===== config.mk =====
export PLATFORM = sky130hd
export DESIGN_NAME = sequenciador_exibe_joga_flat
export DESIGN_NICKNAME = d
export VERILOG_FILES = /design/src/rtl/sequenciador_exibe_joga_if.sv /design/src/rtl/sequenciador_exibe_joga.sv /design/src/flat_wrapper.sv
export SDC_FILE = /design/constraint.sdc
export NUM_CORES = 1
export LEC_CHECK = 0
export ABC_AREA = 1
export BUFFER_PORTS_ARGS = -buffer_cell sky130_fd_sc_hd__buf_2
export CORE_MARGIN = 2
export CORE_UTILIZATION = 36
export DETAILED_ROUTE_END_ITERATION = 8
export SLEW_MARGIN = 5
export SYNTH_ARGS = -nofsm -noshare
export SYNTH_HDL_FRONTEND = slang
export SYNTH_SLANG_ARGS = --single-unit
export TNS_END_PERCENT = 1

===== constraint.sdc =====
create_clock -name clock -period 2.8 [get_ports clock]
set_input_delay 0.42 -clock clock [delete_from_list [all_inputs] [get_ports clock]]
set_output_delay 0.42 -clock clock [all_outputs]
set_load 0.005 [all_outputs]

===== src/rtl/sequenciador_exibe_joga_if.sv =====
// Controller <-> datapath/status bundle for the show-then-repeat game controller.
// The master side is the controller; the slave side is the datapath and game front-end.
interface sequenciador_exibe_joga_if;
  logic       iniciar;
  logic       jogada;
  logic       igual;
  logic       enderecoIgualSequencia;
  logic       fimL;
  logic       zeraE;
  logic       contaE;
  logic       zeraL;
  logic       contaL;
  logic       zeraR;
  logic       registraR;
  logic       leds_en;
  logic       pronto;
  logic       ganhou;
  logic       perdeu;
  logic       timeout;
  logic [3:0] db_estado;

  modport master (
    input  iniciar, jogada, igual, enderecoIgualSequencia, fimL,
    output zeraE, contaE, zeraL, contaL, zeraR, registraR, leds_en,
    output pronto, ganhou, perdeu, timeout, db_estado
  );

  modport slave (
    output iniciar, jogada, igual, enderecoIgualSequencia, fimL,
    input  zeraE, contaE, zeraL, contaL, zeraR, registraR, leds_en,
    input  pronto, ganhou, perdeu, timeout, db_estado
  );
endinterface


===== src/rtl/sequenciador_exibe_joga.sv =====
// Moore controller for the show-then-repeat game: replays the stored sequence, then checks moves.
// Optional macro TIMEOUT_EN builds the per-move timeout timer and the FIM_TIMEOUT exit.
module sequenciador_exibe_joga #(
  parameter int SHOW_CYCLES    = 1000,
  parameter int GAP_CYCLES     = 250,
  parameter int TIMEOUT_CYCLES = 5000
) (
  input  logic                       clock,
  input  logic                       reset,
  sequenciador_exibe_joga_if.master  bus
);

  localparam logic [3:0] INICIAL      = 4'h0;
  localparam logic [3:0] PREPARA      = 4'h1;
  localparam logic [3:0] INI_MOSTRA   = 4'h2;
  localparam logic [3:0] MOSTRA       = 4'h3;
  localparam logic [3:0] APAGA        = 4'h4;
  localparam logic [3:0] PROX_MOSTRA  = 4'h5;
  localparam logic [3:0] INI_JOGADA   = 4'h6;
  localparam logic [3:0] ESPERA       = 4'h7;
  localparam logic [3:0] REGISTRA     = 4'h8;
  localparam logic [3:0] COMPARA      = 4'h9;
  localparam logic [3:0] PROX_JOGADA  = 4'hA;
  localparam logic [3:0] PROX_NIVEL   = 4'hB;
  localparam logic [3:0] FIM_ACERTOU  = 4'hC;
  localparam logic [3:0] FIM_ERROU    = 4'hD;
  localparam logic [3:0] FIM_TIMEOUT  = 4'hE;

  // One pacing timer serves both the show and the gap phases.
  localparam int PACE_MAX = (SHOW_CYCLES > GAP_CYCLES) ? SHOW_CYCLES : GAP_CYCLES;
  localparam int PACE_W   = (PACE_MAX > 1) ? $clog2(PACE_MAX) : 1;
  localparam logic [PACE_W-1:0] SHOW_LAST = PACE_W'(SHOW_CYCLES - 1);
  localparam logic [PACE_W-1:0] GAP_LAST  = PACE_W'(GAP_CYCLES - 1);
  localparam logic [PACE_W-1:0] PACE_ONE  = PACE_W'(1);
  localparam logic [PACE_W-1:0] PACE_ZERO = PACE_W'(0);

  // Output vector order: zeraE contaE zeraL contaL zeraR registraR leds_en pronto ganhou perdeu timeout
  function automatic logic [10:0] decode_outputs(input logic [3:0] st);
    logic [10:0] o;
    case (st)
      PREPARA:     o = 11'b101_010_0_0000;
      INI_MOSTRA:  o = 11'b100_000_0_0000;
      MOSTRA:      o = 11'b000_000_1_0000;
      PROX_MOSTRA: o = 11'b010_000_0_0000;
      INI_JOGADA:  o = 11'b100_000_0_0000;
      REGISTRA:    o = 11'b000_001_0_0000;
      PROX_JOGADA: o = 11'b010_000_0_0000;
      PROX_NIVEL:  o = 11'b000_100_0_0000;
      FIM_ACERTOU: o = 11'b000_000_0_1100;
      FIM_ERROU:   o = 11'b000_000_0_1010;
`ifdef TIMEOUT_EN
      FIM_TIMEOUT: o = 11'b000_000_0_1011;
`endif
      default:     o = 11'b000_000_0_0000;
    endcase
    return o;
  endfunction

  logic [3:0]        state_r;
  logic [3:0]        next_state_s;
  logic [PACE_W-1:0] pace_r;
  logic [PACE_W-1:0] pace_next_s;
  logic [10:0]       outs_r;

`ifdef TIMEOUT_EN
  localparam int TMO_W = (TIMEOUT_CYCLES > 1) ? $clog2(TIMEOUT_CYCLES) : 1;
  localparam logic [TMO_W-1:0] TMO_LAST = TMO_W'(TIMEOUT_CYCLES - 1);
  localparam logic [TMO_W-1:0] TMO_ONE  = TMO_W'(1);
  localparam logic [TMO_W-1:0] TMO_ZERO = TMO_W'(0);
  logic [TMO_W-1:0] tmo_r;
  logic [TMO_W-1:0] tmo_next_s;
`endif

  // Next-state decode.
  always_comb begin
    next_state_s = state_r;
    case (state_r)
      INICIAL:     if (bus.iniciar) next_state_s = PREPARA; else next_state_s = INICIAL;
      PREPARA:     next_state_s = INI_MOSTRA;
      INI_MOSTRA:  next_state_s = MOSTRA;
      MOSTRA:      if (pace_r == SHOW_LAST) next_state_s = APAGA; else next_state_s = MOSTRA;
      APAGA: begin
        if (pace_r == GAP_LAST) begin
          if (bus.enderecoIgualSequencia) next_state_s = INI_JOGADA;
          else                            next_state_s = PROX_MOSTRA;
        end else begin
          next_state_s = APAGA;
        end
      end
      PROX_MOSTRA: next_state_s = MOSTRA;
      INI_JOGADA:  next_state_s = ESPERA;
      ESPERA: begin
        if (bus.jogada)              next_state_s = REGISTRA;
`ifdef TIMEOUT_EN
        else if (tmo_r == TMO_LAST)  next_state_s = FIM_TIMEOUT;
`endif
        else                         next_state_s = ESPERA;
      end
      REGISTRA:    next_state_s = COMPARA;
      COMPARA: begin
        if (!bus.igual)                       next_state_s = FIM_ERROU;
        else if (!bus.enderecoIgualSequencia) next_state_s = PROX_JOGADA;
        else if (bus.fimL)                    next_state_s = FIM_ACERTOU;
        else                                  next_state_s = PROX_NIVEL;
      end
      PROX_JOGADA: next_state_s = ESPERA;
      PROX_NIVEL:  next_state_s = INI_MOSTRA;
      FIM_ACERTOU: if (bus.iniciar) next_state_s = PREPARA; else next_state_s = FIM_ACERTOU;
      FIM_ERROU:   if (bus.iniciar) next_state_s = PREPARA; else next_state_s = FIM_ERROU;
`ifdef TIMEOUT_EN
      FIM_TIMEOUT: if (bus.iniciar) next_state_s = PREPARA; else next_state_s = FIM_TIMEOUT;
`endif
      default:     next_state_s = INICIAL;
    endcase
  end

  // Pacing timer: restarts for each shown value and again for the dark gap after it.
  always_comb begin
    pace_next_s = pace_r;
    case (state_r)
      INI_MOSTRA, PROX_MOSTRA: pace_next_s = PACE_ZERO;
      MOSTRA: begin
        if (pace_r == SHOW_LAST) pace_next_s = PACE_ZERO;
        else                     pace_next_s = pace_r + PACE_ONE;
      end
      APAGA: begin
        if (pace_r == GAP_LAST) pace_next_s = pace_r;
        else                    pace_next_s = pace_r + PACE_ONE;
      end
      default: pace_next_s = pace_r;
    endcase
  end

`ifdef TIMEOUT_EN
  // Move timeout timer: restarts before each move, saturates at its terminal count.
  always_comb begin
    tmo_next_s = tmo_r;
    case (state_r)
      INI_JOGADA, PROX_JOGADA: tmo_next_s = TMO_ZERO;
      ESPERA: begin
        if (tmo_r == TMO_LAST) tmo_next_s = tmo_r;
        else                   tmo_next_s = tmo_r + TMO_ONE;
      end
      default: tmo_next_s = tmo_r;
    endcase
  end

  // Move timeout timer register.
  always_ff @(posedge clock) begin
    if (reset) tmo_r <= TMO_ZERO;
    else       tmo_r <= tmo_next_s;
  end
`endif

  // State, pacing timer and outputs; outputs are decoded from the state being entered.
  always_ff @(posedge clock) begin
    if (reset) begin
      state_r <= INICIAL;
      pace_r  <= PACE_ZERO;
      outs_r  <= 11'b0;
    end else begin
      state_r <= next_state_s;
      pace_r  <= pace_next_s;
      outs_r  <= decode_outputs(next_state_s);
    end
  end

  assign bus.zeraE     = outs_r[10];
  assign bus.contaE    = outs_r[9];
  assign bus.zeraL     = outs_r[8];
  assign bus.contaL    = outs_r[7];
  assign bus.zeraR     = outs_r[6];
  assign bus.registraR = outs_r[5];
  assign bus.leds_en   = outs_r[4];
  assign bus.pronto    = outs_r[3];
  assign bus.ganhou    = outs_r[2];
  assign bus.perdeu    = outs_r[1];
  assign bus.timeout   = outs_r[0];
  assign bus.db_estado = state_r;

endmodule


===== src/flat_wrapper.sv =====
// flat-port wrapper written by rule: the top's interface ports become plain ports
module sequenciador_exibe_joga_flat 
#(
  parameter int SHOW_CYCLES    = 1000,
  parameter int GAP_CYCLES     = 250,
  parameter int TIMEOUT_CYCLES = 5000
)
  (clock, reset, bus_iniciar, bus_jogada, bus_igual, bus_enderecoIgualSequencia, bus_fimL, bus_zeraE, bus_contaE, bus_zeraL, bus_contaL, bus_zeraR, bus_registraR, bus_leds_en, bus_pronto, bus_ganhou, bus_perdeu, bus_timeout, bus_db_estado);
  sequenciador_exibe_joga_if bus_i ();
  input  logic clock;
  input  logic reset;
  input wire logic [$bits(bus_i.iniciar)-1:0] bus_iniciar;
  input wire logic [$bits(bus_i.jogada)-1:0] bus_jogada;
  input wire logic [$bits(bus_i.igual)-1:0] bus_igual;
  input wire logic [$bits(bus_i.enderecoIgualSequencia)-1:0] bus_enderecoIgualSequencia;
  input wire logic [$bits(bus_i.fimL)-1:0] bus_fimL;
  output wire logic [$bits(bus_i.zeraE)-1:0] bus_zeraE;
  output wire logic [$bits(bus_i.contaE)-1:0] bus_contaE;
  output wire logic [$bits(bus_i.zeraL)-1:0] bus_zeraL;
  output wire logic [$bits(bus_i.contaL)-1:0] bus_contaL;
  output wire logic [$bits(bus_i.zeraR)-1:0] bus_zeraR;
  output wire logic [$bits(bus_i.registraR)-1:0] bus_registraR;
  output wire logic [$bits(bus_i.leds_en)-1:0] bus_leds_en;
  output wire logic [$bits(bus_i.pronto)-1:0] bus_pronto;
  output wire logic [$bits(bus_i.ganhou)-1:0] bus_ganhou;
  output wire logic [$bits(bus_i.perdeu)-1:0] bus_perdeu;
  output wire logic [$bits(bus_i.timeout)-1:0] bus_timeout;
  output wire logic [$bits(bus_i.db_estado)-1:0] bus_db_estado;
  assign bus_i.iniciar = bus_iniciar;
  assign bus_i.jogada = bus_jogada;
  assign bus_i.igual = bus_igual;
  assign bus_i.enderecoIgualSequencia = bus_enderecoIgualSequencia;
  assign bus_i.fimL = bus_fimL;
  assign bus_zeraE = bus_i.zeraE;
  assign bus_contaE = bus_i.contaE;
  assign bus_zeraL = bus_i.zeraL;
  assign bus_contaL = bus_i.contaL;
  assign bus_zeraR = bus_i.zeraR;
  assign bus_registraR = bus_i.registraR;
  assign bus_leds_en = bus_i.leds_en;
  assign bus_pronto = bus_i.pronto;
  assign bus_ganhou = bus_i.ganhou;
  assign bus_perdeu = bus_i.perdeu;
  assign bus_timeout = bus_i.timeout;
  assign bus_db_estado = bus_i.db_estado;
  sequenciador_exibe_joga #(.SHOW_CYCLES(SHOW_CYCLES), .GAP_CYCLES(GAP_CYCLES), .TIMEOUT_CYCLES(TIMEOUT_CYCLES)) u_core (.clock(clock), .reset(reset), .bus(bus_i));
endmodule

# Yosys cells after proc, flatten, opt, wreduce, memory -nomap -nowiden
# Memories as Yosys holds them, arrays and structs flattened. A register that Yosys moved wholly into a read port is not among the register bits.
# Index checks and enable logic that the tools add are counted.
[op_classes]
mux = 14
reduce_logical = 6
n_eq_ne = 16
div_mod_pow = 0
n_mul = 0
n_bitwise = 0
n_lt_le_gt_ge = 0
addsub = 1
shift = 0
[ops]
columns = ["operator", "n"]
rows = [
  ["4-bit one-hot mux with 11 select lines", 1],
  ["10-bit one-hot mux with 3 select lines", 1],
  ["4-bit equality test, second input constant", 6],
  ["10-bit two-way mux", 2],
  ["4-bit two-way mux", 5],
  ["4-bit by 3-bit equality test with 1-bit output, second input constant", 4],
  ["10-bit by 1-bit adder with 10-bit output, second input constant", 1],
  ["10-bit equality test, second input constant", 1],
  ["10-bit by 8-bit equality test with 1-bit output, second input constant", 1],
  ["4-bit by 2-bit equality test with 1-bit output, second input constant", 2],
  ["3-bit two-way mux", 2],
  ["2-bit OR reduction", 3],
  ["4-bit by 1-bit equality test with 1-bit output, second input constant", 1],
  ["4-bit logical NOT", 1],
  ["2-bit two-way mux", 2],
  ["3-bit nonzero test", 1],
  ["2-bit inequality test, second input constant", 1],
  ["2-bit AND reduction", 1],
  ["1-bit two-way mux", 1],
]
[word_totals]
elab_cells = 41
register_bits = 25
in_bits = 7
output_inout_bits = 15
n_memories = 1
rom_bits = 160
latch_bits = 0
mem_bits_rw = 0
[memory_table]
columns = ["name", "depth", "word_bits", "read_ports", "rd_clocked_by_memory_dff", "wr", "line_no", "rtl"]
rows = [
  ["(name not given)", 16, 10, 1, 1, 0, "sequenciador_exibe_joga.sv:40", "case (st)"],
]

# Depth between registers and ports, before layout
# Gate-level depths: netlist of the first run.
[logic_depth]
word_depth = 4
mapped_depth = 14
mapped_depth_nobuf = 14

# Least setup slack after synthesis of the first run
# No wires, ideal clock.
[synth_path]
kind = "reg-to-reg"
from = "reg u_core.pace_r[0]"
to = "reg u_core.outs_r[10]"
setup_slack_ps = 1037
t_required_ps = 2730
setup_time_ps = 70
period_less_slack_ps = 1763
path_buffers = 0
arrival_time_ps = 1693
stages_incl_launch_ff = 13
cell_sequence = "dfxtp_1 -> ha_1 -> nand2_1 -> nor2_1 -> nand2_1 -> nand2_2 -> nand2_1 -> nor2_8 -> inv_1 -> ha_1 -> inv_1 -> nand4_1 -> a21oi_1"
[synth_between]
elab_chain_cells = 3
word_cells_on_any_way = 5
cone_classes = "eq/ne: 2; mux: 3"
[synth_rtl]
columns = ["item", "line_no", "rtl"]
rows = [
  ["start: declaration", "sequenciador_exibe_joga.sv:61", "logic [PACE_W-1:0] pace_r;"],
  ["start signal: assignment", "sequenciador_exibe_joga.sv:163", "pace_r <= pace_next_s;"],
  ["10-bit by 8-bit equality test with 1-bit output or 10-bit equality test (tied branches)", "sequenciador_exibe_joga.sv:83, sequenciador_exibe_joga.sv:81", ""],
  ["2-bit two-way mux or 3-bit two-way mux (tied branches)", "sequenciador_exibe_joga.sv:83, sequenciador_exibe_joga.sv:81", ""],
  ["4-bit one-hot mux with 11 select lines (*)", "sequenciador_exibe_joga.sv:77", "case (state_r)"],
  ["named net u_core.next_state_s[1]", "sequenciador_exibe_joga.sv:60", "logic [3:0] next_state_s;"],
  ["end: declaration", "sequenciador_exibe_joga.sv:63", "logic [10:0] outs_r;"],
]
# The timed path passes the listed nets; every way through them passes the cells marked *.
# A chain may end at the register's enable or synchronous reset.

# Worst setup path after layout of the first run
# Ends and elaborated chain as after synthesis.

==> results.txt, run 1 <==
Yosys warning count: 0
sequential-to-total area share from yosys stat: 32.0%
TritonRoute pass-1 iters: 4
Worst path depth: 12
gr ovfl total: 0
layout cells sized above 1: 15.1%
footprint of the multi-input gates: 821 um^2
final setup violation count: 0
Die ar.: 0.00452 mm^2
die span in y: 67.2 um
status: finished clean
Syn Area/Cell: 6.26 um^2
most used cell along the critical path: nand2_1
# IOs: 22
Slowest-stage cell, CP: dfxtp_1
path type of the worst setup path: reg2reg
fillers: 443
worst-skew pair later-pin latency: 0.26 ns
Mapped Nets: 241
MaxCap Viol Count: 0
Post-CTS Setup Inserts: 0
Final Hold Viols: 0
site row count: 22
Worst R2R Path Depth: 12
clock buffer depth: 2
Worst Skew: 0.00301 ns
DP HPWL: 2.73 mm
Seq cells post-synth: 23
Synth area leader: dfxtp_1
Routed Antenna Nets: 0
RSZ-0062 raised after global routing: no
CORE AREA: 0.00374 mm^2
root buffer cell: clkbuf_8
vias in the first global route: 1360
CP max FO: 5
CP Data Arrival Time: 2.18 ns
first-iteration detailed-routing DRC count: 97
Final Max Slew Viols: 0
Port Buffer Count: 20
DR vias: 1446
Area after DPL: 0.00158 mm^2
final critical-path share of the clock period: 70.7%
initial core utilization: 38.4%
Placer Congestion: 0.852
CP Data Required Time: 3.00 ns
Tot GR Track Use: 17.1%
Num Clock Sinks: 23
Worst Path Buf+Inv: 2
synth top area cells: dfxtp_1, nand2_1, nor2_1, inv_1, nand3_1
Worst setup SP type: register
Power Density: 482 mW/mm^2
Reg area: 460 um^2
H-tree depth: 1
CTS tree: done
Critical Path End Type: register
Yosys top cell area share: 32.0%
CP delay by family, top: simple AND/OR/NAND/NOR gates
Layout area overhead: 13.2%
Final nets: 263
Pwr Total: 0.785 mW
M1 wire length: 1.66 mm
CTS Buf Count: 3
hold slack: 0.433 ns
PostCTS Resize Cnt: 0
post-DR wirelength/cell: 11.4 um
Gate Count Post-Synth: 230
diode count: 0
mapped cell area: 0.00144 mm^2
hold buffer count at CTS: 0
highest routed metal layer: met4
WHS Path Cells: 2
fin crit period: 1.98 ns
global-route wire length before repair: 5.95 mm
Crit path largest cell delay: 0.39 ns
largest net degree at the start of global routing: 15
f_max: 0.505 GHz
Setup Total Neg Slack: 0 ns
Peak VDD IR: 0.000307 V
Yosys cell types: 27
worst min path class: in2reg
clock transition at the registers of the reported paths: 0.09 ns
met3 wire length: 208 um
final design utilization: 43.5%
worst-path cell chain: ha_1, nand2_1, nor2_1, nand2_1, nand2_2, nand2_1, nor2_8, inv_1, ha_1, inv_1, nand4_1, a21oi_1
antenna violations before repair: 0
vias per cell: 4.84
Post-Route WL: 3.41 mm
drt drc: 0
die width: 67.2 um
metal2 WL: 1.49 mm
Design Area, Final: 0.00163 mm^2
Lkg Pwr: 0.800 nW
state kept, by name, indices dropped and copies added, names as in the netlist:
signal	flops
u_core.bus.db_estado	4
u_core.pace_r	10
u_core.outs_r	9
synthesized netlist by cell type:
library cell	count
a21oi_1	10
inv_2	2
clkinv_1	1
nand2_2	5
o21ai_1	1
nand3_2	2
nand4_1	9
nor3_1	2
nand3b_1	3
o211ai_1	1
nand3_1	19
nor2_2	2
o21ai_0	3
xor2_1	2
clkbuf_1	1
nor3_2	1
xnor2_1	1
nor2_8	1
buf_4	2
nand2_1	60
nor2_4	1
ha_1	4
nor2_1	38
inv_1	34
dfxtp_1	23
and2_1	1
conb_1	1
metrics by stage:
stage,cells,setup WS (ns)
6_report,299,0.819
3_3_place_gp,295,0.888
2_1_floorplan,230,1.04
4_1_cts,299,0.812
5_1_grt,299,0.628
3_5_place_dp,295,0.855
worst paths after layout:
kind / startpoint / to / slack [ns]
min reg2reg: u_core.pace_r[9] / u_core.pace_r[9] / 0.49
max reg2reg: u_core.pace_r[0] / u_core.outs_r[10] / 0.82
max: u_core.pace_r[0] / u_core.outs_r[10] / 0.82
min: reset / u_core.pace_r[7] / 0.43
final cells by class:
type / instances / share of cell area, %
multi-input cells: 167 / 50.4
inverters: 37 / 8.53
repair buffers: 20 / 6.14
clock buffers: 3 / 2.53
well taps: 48 / 3.69
flip-flops and latches: 23 / 28.3
clock inverters: 1 / 0.461
where the power goes:
| group | total (mW) | leakage, nW | internal [mW] | switching (mW) |
|---|---|---|---|---|
| combinational | 0.218 | 0.592 | 0.0730 | 0.145 |
| clock | 0.211 | 0.0217 | 0.101 | 0.111 |
| sequential | 0.356 | 0.186 | 0.344 | 0.0123 |
routing by layer:
layer,track usage (%),vias to the layer above
met2,27.2,40
met1,22.8,641
met4,4.59,0
met3,4.50,4
li1,-,761
met5,0,-
cell usage in the layout, fill, tap and decap left out, drive strengths merged:
cell       n
nor3       3
and2       1
nand4      9
dfxtp     23
o211ai     1
xnor2      1
nand3b     3
clkinv     1
ha         4
nand3     21
clkbuf     3
conb       1
a21oi     10
xor2       2
nand2     65
o21ai      4
nor2      42
buf       20
inv       36
clkinvlp   1
kinds of logic (layout without fill, tap and decap cells):
logic type | count (synthesis) | count (layout) | share of synthesized area [%]
buffers and inverters | 40 | 61 | 11.0
AO/OA/AOI/OAI | 15 | 15 | 5.39
XOR/XNOR | 3 | 3 | 1.83
flip-flops | 23 | 23 | 32.0
AND/OR/NAND/NOR | 144 | 144 | 46.1
adder cells (fa/ha/maj) | 4 | 4 | 3.48
other | 1 | 1 | 0.261
Power figures use the tool's default switching activity.
==> inputs of run 2 (changes only) <==
--- a/config.mk
+++ b/config.mk
@@ -5,7 +5,7 @@
 export SDC_FILE = /design/constraint.sdc
 export NUM_CORES = 1
 export LEC_CHECK = 0
-export ABC_AREA = 1
+export ABC_AREA = 0
 export BUFFER_PORTS_ARGS = -buffer_cell sky130_fd_sc_hd__buf_2
 export CORE_MARGIN = 2
 export CORE_UTILIZATION = 36
==> constraint.sdc (replaced) <==
create_clock -name clock -period 1.7 [get_ports clock]
set_input_delay 0.255 -clock clock [delete_from_list [all_inputs] [get_ports clock]]
set_output_delay 0.255 -clock clock [all_outputs]
set_load 0.005 [all_outputs]
==> results.txt, run 2 <==
root buffer cell: clkbuf_4
synth top area cells: dfxtp_1, nor2_1, xor2_1, ha_1, nand2_1
Port Buffer Count: 20 (unchanged)
DP HPWL: 2.64 mm (-3.5%)
Yosys warning count: 0 (unchanged)
largest net degree at the start of global routing: 15 (unchanged)
Yosys top cell area share: 35.0% (+3.0 points)
Synth area leader: dfxtp_1
MaxCap Viol Count: 0 (unchanged)
CORE AREA: 0.00342 mm^2 (-8.8%)
f_max: 0.439 GHz (-13%)
Power Density: 1230 mW/mm^2 (+160%)
global-route wire length before repair: 5.57 mm (-6.5%)
site row count: 21 (-4.5%)
Routed Antenna Nets: 0 (unchanged)
CP max FO: 3 (-2)
sequential-to-total area share from yosys stat: 35.0% (+3.0 points)
die span in y: 64.5 um (-4.1%)
Num Clock Sinks: 23 (unchanged)
Placer Congestion: 0.801 (-6.0%)
Peak VDD IR: 0.000636 V (+110%)
initial core utilization: 38.5% (+0.099 points)
Seq cells post-synth: 23 (unchanged)
Reg2Reg Setup Slack: -0.58 ns (-1.40 ns)
Setup WS post-layout: -0.576 ns (-1.40 ns)
gr ovfl total: 0 (unchanged)
DR vias: 1290 (-11%)
antenna violations before repair: 0 (unchanged)
Lkg Pwr: 0.806 nW (+0.81%)
Post-Route WL: 3.37 mm (-1.0%)
Slowest-stage cell, CP: or4_4
commonest non-fill, non-tap cells in the layout: buf_4, buf_2, dfxtp_1, nor2_1, nand2_1
Design Area, Final: 0.00181 mm^2 (+11%)
Final nets: 218 (-17%)
Place WS: -0.666 ns (-1.52 ns)
clock buffer depth: 2 (unchanged)
Crit path largest cell delay: 0.53 ns (+0.14 ns)
Placed Instances: 246 (-17%)
Final Hold Viols: 0 (unchanged)
final critical-path share of the clock period: 134% (+63 points)
max reg flops: 10 (unchanged)
Syn Area/Cell: 8.60 um^2 (+38%)
most common cell in the synthesized netlist: dfxtp_1
Non-Filler Instances: 252 (-16%)
worst-skew pair later-pin latency: 0.31 ns (+0.05 ns)
vias in the first global route: 1260 (-7.4%)
CP Data Required Time: 1.96 ns (-1.04 ns)
H-tree depth: 1 (unchanged)
layout cells sized above 1: 42.7% (+28 points)
Synth async-reset ratio: 0% (unchanged)
path type of the worst setup path: reg2reg
worst-path cell chain: ha_4, nand2b_4, or4_4, a21oi_4, o211a_1, inv_1, ha_1, or3_1, mux2i_1
commonest non-fill, non-tap cell in the layout: buf_4
violated checks: setup timing
diode count: 0 (unchanged)
hold buffer count at CTS: 0 (unchanged)
largest reg by FF count: u_core.pace_r
Pwr Total: 2.22 mW (+180%)
drt drc: 0 (unchanged)
CTS tree: done
vias per cell: 5.12 (+5.9%)
TritonRoute pass-1 iters: 4 (unchanged)
final setup violation count: 17 (+17)
Mapped Nets: 164 (-32%)
mapped cell area: 0.00132 mm^2 (-8.5%)
status: complete, but fails checks
main flop type after synthesis: dfxtp_1
Synth top cells by count: dfxtp_1, nor2_1, nand2_1
Gate Count Post-Synth: 153 (-33%)
Tot GR Track Use: 17.2% (+0.077 points)
post-DR wirelength/cell: 13.4 um (+17%)
Worst setup SP type: register
# IOs: 22 (unchanged)
first-iteration detailed-routing DRC count: 78 (-20%)
Die ar.: 0.00416 mm^2 (-8.0%)
CTS Buf Count: 3 (unchanged)
Area after DPL: 0.00172 mm^2 (+8.7%)
RSZ-0062 raised after global routing: yes
Worst Skew: 0.000561 ns (-0.00245 ns)
EDFF count, synth: 0 (unchanged)
worst min path class: in2reg
fin crit period: 2.28 ns (+0.295 ns)
Layout area overhead: 37.3%
die width: 64.5 um (-4.1%)
clock transition at the registers of the reported paths: 0.13 ns (+0.04 ns)
Yosys cell types: 48 (+78%)
Final Max Slew Viols: 0 (unchanged)
CP Data Arrival Time: 2.54 ns (+0.36 ns)
Critical Path End Type: register
## run 2: cell count changes after synthesis, sizes merged, moves of 6 or more
cell | before | now
inv | 36 | 6
nand2 | 65 | 13
nand3 | 21 | 7
nor2 | 42 | 16
and3 | 0 | 6
## run 2: worst paths after layout
| check | from | to | cells past startpoint |
|---|---|---|---|
| setup / recovery | u_core.pace_r[0] | u_core.outs_r[10] | 9 |
| setup reg to reg | u_core.pace_r[0] | u_core.outs_r[10] | 9 |
| hold / removal | reset | u_core.bus.db_estado[1] | 2 |
| hold reg to reg | u_core.pace_r[9] | u_core.pace_r[9] | 2 |
## run 2: worst max-delay path, delay by kind of cell (launching register included)
kind	cells	cell delay [ns]
flops	1	0.38
mux	1	0.12
compound gates	2	0.35
fa+ha+maj	2	0.42
buf+inv	1	0.06
simple gates	3	0.88
## run 2: area by class of cell
class / instances / area (um^2)
multi-input cells: 116 / 856
repair buffers: 57 / 378
flip-flops and latches: 23 / 465
clock inverters: 1 / 5.00
fillers: 316 / 1610
clock buffers: 3 / 22.5
well taps: 46 / 57.6
inverters: 6 / 22.5
## run 2: stage by stage
stage / hold WS [ns] / utilization (%) / setup TNS, ns
6_report: 0.270 / 52.9 / -4.05
5_1_grt: 0.258 / 52.9 / -5.28
4_1_cts: 0.261 / 52.7 / -4.48
3_5_place_dp: 0.576 / 50.3 / -4.44
3_3_place_gp: 0.580 / 50.3 / -3.93
2_1_floorplan: 0.439 / - / -2.67
## run 2: timing repair
action                     CTS  global route
setup buffers                2             0
gates resized for setup     11             2
pin swaps                    7             5
setup endpoints to repair   16            22
## run 2: metal layers
layer | wire [um] | GRT usage (%) | up-vias
met5 | 0 | 0 | -
met4 | 48 | 5.85 | 0
met3 | 124 | 3.82 | 6
met2 | 1770 | 31.6 | 24
met1 | 1430 | 19.4 | 608
li1 | - | - | 652
## run 2: logic make-up after synthesis
group                      Yosys count  share of synthesized area [%]
AOI/OAI and AO/OA                   26                           15.7
xor gates and xnor gates             7                           4.66
adders and majority gates            4                           3.80
buffers and inverters               14                           5.13
DFF                                 23                           35.0
muxes                                3                           2.28
other                                1                          0.285
and+or+nand+nor                     75                           33.2
## run 2: power breakdown
part | internal [mW] | total, mW | switching, mW
logic | 0.640 | 1.30 | 0.662
registers | 0.615 | 0.656 | 0.0415
clock network | 0.0881 | 0.262 | 0.174
